File: config.mk
export PLATFORM = sky130hd
export DESIGN_NAME = game_tick_gen
export DESIGN_NICKNAME = d
export VERILOG_FILES = /design/src/rtl/game_tick_gen.sv
export SDC_FILE = /design/constraint.sdc
export NUM_CORES = 1
export LEC_CHECK = 0
export ABC_AREA = 0
export CAP_MARGIN = 10
export CORE_ASPECT_RATIO = 1.25
export CORE_UTILIZATION = 40
export DETAILED_ROUTE_END_ITERATION = 10
export GPL_TIMING_DRIVEN = 0
export PLACE_DENSITY_LB_ADDON = 0.15
export SYNTH_ARGS = -nofsm -noshare
export SYNTH_HDL_FRONTEND = slang
export SYNTH_SLANG_ARGS = --single-unit
File: constraint.sdc
create_clock -name clk_100MHz -period 3.6 [get_ports clk_100MHz]
set_clock_uncertainty 0.05 [all_clocks]
set_input_delay 0.72 -clock clk_100MHz [delete_from_list [all_inputs] [get_ports clk_100MHz]]
set_output_delay 0.72 -clock clk_100MHz [all_outputs]
set_load 0.02 [all_outputs]
File: src/rtl/game_tick_gen.sv
// game_tick_gen: level-scaled game tick strobe with run/pause, single-step and a running tick count.
// The period is latched only at a wrap, so level changes never disturb the interval in progress.
module game_tick_gen #(
  parameter int BASE_PERIOD  = 20_000_000,
  parameter int STEP         = 2_000_000,
  parameter int MIN_PERIOD   = 5_000_000,
  parameter int LEVEL_W      = 4,
  parameter int CNT_W        = 26,
  parameter bit START_PAUSED = 1'b1
) (
  input  logic               clk_100MHz,
  input  logic               reset,
  input  logic               pause_toggle,
  input  logic               step,
  input  logic               level_up,
  input  logic               level_clr,
  output logic               game_tick,
  output logic               paused,
  output logic [LEVEL_W-1:0] level,
  output logic [15:0]        tick_count
);
  localparam int PW = CNT_W + 1;
  localparam logic [63:0] BASE = 64'(BASE_PERIOD);
  localparam logic [63:0] FLOOR = 64'(MIN_PERIOD);
  localparam logic [PW-1:0] RST_PERIOD = PW'(BASE > FLOOR ? BASE : FLOOR);
  typedef enum logic {RUN, PAUSED} state_t;
  state_t state_q, state_d;
  logic [CNT_W-1:0] cnt_q, cnt_d;
  logic [PW-1:0] period_q, period_d, next_period;
  logic [LEVEL_W-1:0] level_q, level_d;
  logic [15:0] tc_q, tc_d;
  logic tick_q, tick_d;
  logic [63:0] red;
  logic wrap;
  // clamp by comparing the reduction against the headroom, so the subtraction never wraps
  assign red = 64'(level_q) * 64'(STEP);
  assign next_period = (BASE <= FLOOR || red >= BASE - FLOOR) ? PW'(FLOOR) : PW'(BASE - red);
  assign wrap = state_q == RUN && {1'b0, cnt_q} == period_q - PW'(1);
  always_comb begin
    state_d = pause_toggle ? (state_q == RUN ? PAUSED : RUN) : state_q;
    cnt_d = state_q != RUN ? cnt_q : wrap ? '0 : cnt_q + CNT_W'(1);
    period_d = wrap ? next_period : period_q;
    tick_d = wrap || (state_q == PAUSED && step);
    tc_d = tc_q + 16'(tick_d);
    level_d = level_clr ? '0 : (level_up && level_q != '1) ? level_q + LEVEL_W'(1) : level_q;
  end
  always_ff @(posedge clk_100MHz or posedge reset)
    if (reset) begin
      state_q <= START_PAUSED ? PAUSED : RUN;
      cnt_q <= '0;
      period_q <= RST_PERIOD;
      level_q <= '0;
      tc_q <= '0;
      tick_q <= 1'b0;
    end else begin
      state_q <= state_d;
      cnt_q <= cnt_d;
      period_q <= period_d;
      level_q <= level_d;
      tc_q <= tc_d;
      tick_q <= tick_d;
    end
  assign game_tick = tick_q;
  assign paused = state_q == PAUSED;
  assign level = level_q;
  assign tick_count = tc_q;
endmodule

==> metrics.cfg <==
[routing]
ant_nets = 0
vias = 3617
routedWlPerCell_um = 15.0
first_pass_iters = 4
finalWirelength_um = 10200
drc = 0
drtIter0Drc = 110
vias_per_cell = 5.32

[min_path]
hp-start = tick_count[15]$_DFF_PP0_
hold_class = flip-flop to flip-flop
hold_path_depth = 1

[cts]
clock_sinks = 68
clock_path_buffers = 2
clkTransAtPathRegs_ns = 0.06
htree_num_levels = 3
cts_hold_buf = 0
clk_latency_ns = 0.33
cts_tree = built
numCtsBuffers = 9
cts_root_buffer = clkbuf_16

[cells_and_area]
layout_common_cells = nor2_1 (57), dfrtp_1 (54), xnor2_1 (51)
fin_nets = 577
nFillCells = 1064
drive_above_1_share_pct = 19.4
area_growth_pct = 24.8
mostFrequentLayoutCell = nor2_1
layout.cells.non_filler = 680
diodes = 0

[die]
initial_core_util_pct = 41.5
die_h_um = 123
pin_count = 28
rows = 43
dieWidth_um = 98.6
dieArea_um2 = 12100
core-area_um2 = 11200

[yosys]
synth.net_count = 519
synth_top_family_by_area = simple AND/OR/NAND/NOR gates
synthTopCellsByArea = dfrtp_1 (32%), xnor2_1 (9.6%), ha_1 (7.0%), xor2_1 (6.2%), dfstp_2 (5.1%)
synth_compound_area_share_pct = 7.77
synth_largest_area_cell = dfrtp_1
postSynth.asyncResetShare_pct = 100
syn-instance-count = 482
synth_area_um2 = 4670
synth_mux_area_share_pct = 6.11
ys_ff_latch = 68
synth.distinct_cells = 62
synthSimpleGateAreaFrac_pct = 21.0
synth_flop_cell = dfrtp_1
syn_avg_cell_area_um2 = 9.69
synth.top_cell.area_share_pct = 31.6
ys_seq_area_share_pct = 36.7
synth_edf_count = 0
synth_adder_area_share_pct = 9.11
synth_xor_xnor_area_share_pct = 15.8
ys_warn_count = 0

[timing]
hold_violations = 0
slew_viol_final = 0
period_minus_slack_ns = 3.50
setup_viol = 0
relSlewSlack_pct = 43.8
final.period_utilization_pct = 97.4
tightest_slew_ns = 0.843
fmax_mhz = 285

[critical_path]
start_kind = flip-flop
crit_end = period_q[19]$_DFFE_PP0N_
regToRegStartpoint = level[1]$_DFFE_PP0P_
timing_worst_setup_path_type = flip-flop to flip-flop
r2r_cells = 12
required_ns = 3.76
end_kind = flip-flop
worstSetupStartpoint = level[1]$_DFFE_PP0P_
crit_arrival_ns = 3.67
crit_fanout = 9
worst-r2r-setup-slack_ns = 0.1
reg2reg_to = period_q[19]$_DFFE_PP0N_

[run_status]
status = complete, no violations

[power_and_ir_drop]
p_comb_share_pct = 20.1
p_leak_nw = 2.66
switching_share_pct = 27.5
p_sw_uw = 680
pwr-share-seq_pct = 38.4
cellPowerDensity_nw_per_um2 = 424
power_mw = 2.47
vdd_drop_max_mv = 0.209
p_int_mw = 1.79
power_frac_clock_pct = 41.5

[grt]
grt_overflow = 0
grt_max_degree = 69
grt_usage_pct = 18.0
grt_pass1_wl_um = 16800
grt_pass1_vias = 3534
grt_antenna_before_repair = 0

[placement]
io_buffers = 27
dp.cells = 644
place_hpwl_um = 7400
routabilityCongestion = 0.784

[job]
cap_violations = 0

[flip-flops by register name, summed over array words and instances (netlist names)]
signal	count
paused	1
tick_count	16
period_q	20
game_tick	1
cnt_q	26
level	4
[synth_stat cells, drive strengths merged (2+ instances only)]
master,count
dfrtp,59
nor2,58
xnor2,51
nand2,35
xor2,33
ha,26
inv,22
nand3,18
nand4,16
nor3,15
o21ai,15
mux2,14
and3,10
dfstp,9
mux2i,9
nor4,8
a21oi,7
buf,7
clkbuf,6
fa,5
nand3b,4
nor2b,4
a21o,3
and2,3
nand2b,3
o211ai,3
o21a,3
or3,3
a31oi,2
nand4b,2
nor4b,2
o2111ai,2
o211a,2
or2,2
or4,2
[per-layer routing]
layer | wire [µm] | up-vias | track usage, %
met1 | 4150 | 1730 | 19.5
met5 | 0 | - | 0
li1 | - | 1799 | -
met3 | 215 | 25 | 2.90
met2 | 5440 | 63 | 33.2
met4 | 398 | 0 | 10.4
[power by group through the flow]
stage                     clock [mW]  sequential (mW)  combinational [mW]
after global placement             0            0.942               0.471
after detailed placement           0            0.943               0.482
after floorplan                    0            0.981               0.278
final                           1.03            0.949               0.496
after global routing            1.08            0.965               0.555
after CTS                       1.05            0.934               0.505
[worst max-delay path, cell delays in order, from the launching register on]
cell,delay (ns)
dfrtp_2,0.47
fa_1,0.57
fa_1,0.46
ha_4,0.28
nor2b_1,0.13
o21a_1,0.19
or3_1,0.39
nand4_1,0.09
buf_4,0.15
o22a_1,0.16
buf_6,0.14
nand2_1,0.06
mux2_2,0.25
[final cells by class]
class	instances	area [µm²]	area share, %
multi-input combinational	380	2990	51.3
sequential	68	1720	29.5
timing repair buffer	47	420	7.21
clock buffer	10	239	4.10
tap	135	169	2.90
clock inverter	6	111	1.91
buffer	12	92.6	1.59
inverter	22	88.8	1.52
[through the flow]
stage,setup TNS [ns],instance area [µm²],hold slack (ns),util [%],setup slack [ns]
after detailed placement,-10.61,5130,0.418,45.7,-0.555
after floorplan,0,4690,0.414,-,0.0127
after global placement,-14.77,5130,0.412,45.6,-0.448
after global routing,-0.0276,5830,0.441,51.8,-0.0221
after CTS,0,5650,0.427,50.3,0.0153
final,0,5830,0.425,51.8,0.0950
[worst min-delay path by stage]
stage                                           to  slack (ns)
after global placement    tick_count[15]$_DFF_PP0_        0.41
after detailed placement  tick_count[15]$_DFF_PP0_        0.42
after CTS                 tick_count[15]$_DFF_PP0_        0.43
after global routing      tick_count[15]$_DFF_PP0_        0.44
final                     tick_count[15]$_DFF_PP0_        0.43
after floorplan           period_q[24]$_DFFE_PP1N_        0.41
[kinds of logic after synthesis]
group                    count (synthesis)
XOR/XNOR                                84
AND/OR/NAND/NOR                        190
buffers and inverters                   35
adder cells (fa/ha/maj)                 31
multiplexers                            23
flip-flops                              68
AO/OA/AOI/OAI                           51
[repair_timing]
item                       in CTS  in global routing
cloned                          0                  1
setup endpoints to repair      32                 26
buffers inserted                8                 12
pin swaps                       1                 13
resized for setup              19                 21
No activity file was read; power rests on OpenSTA's default activity.
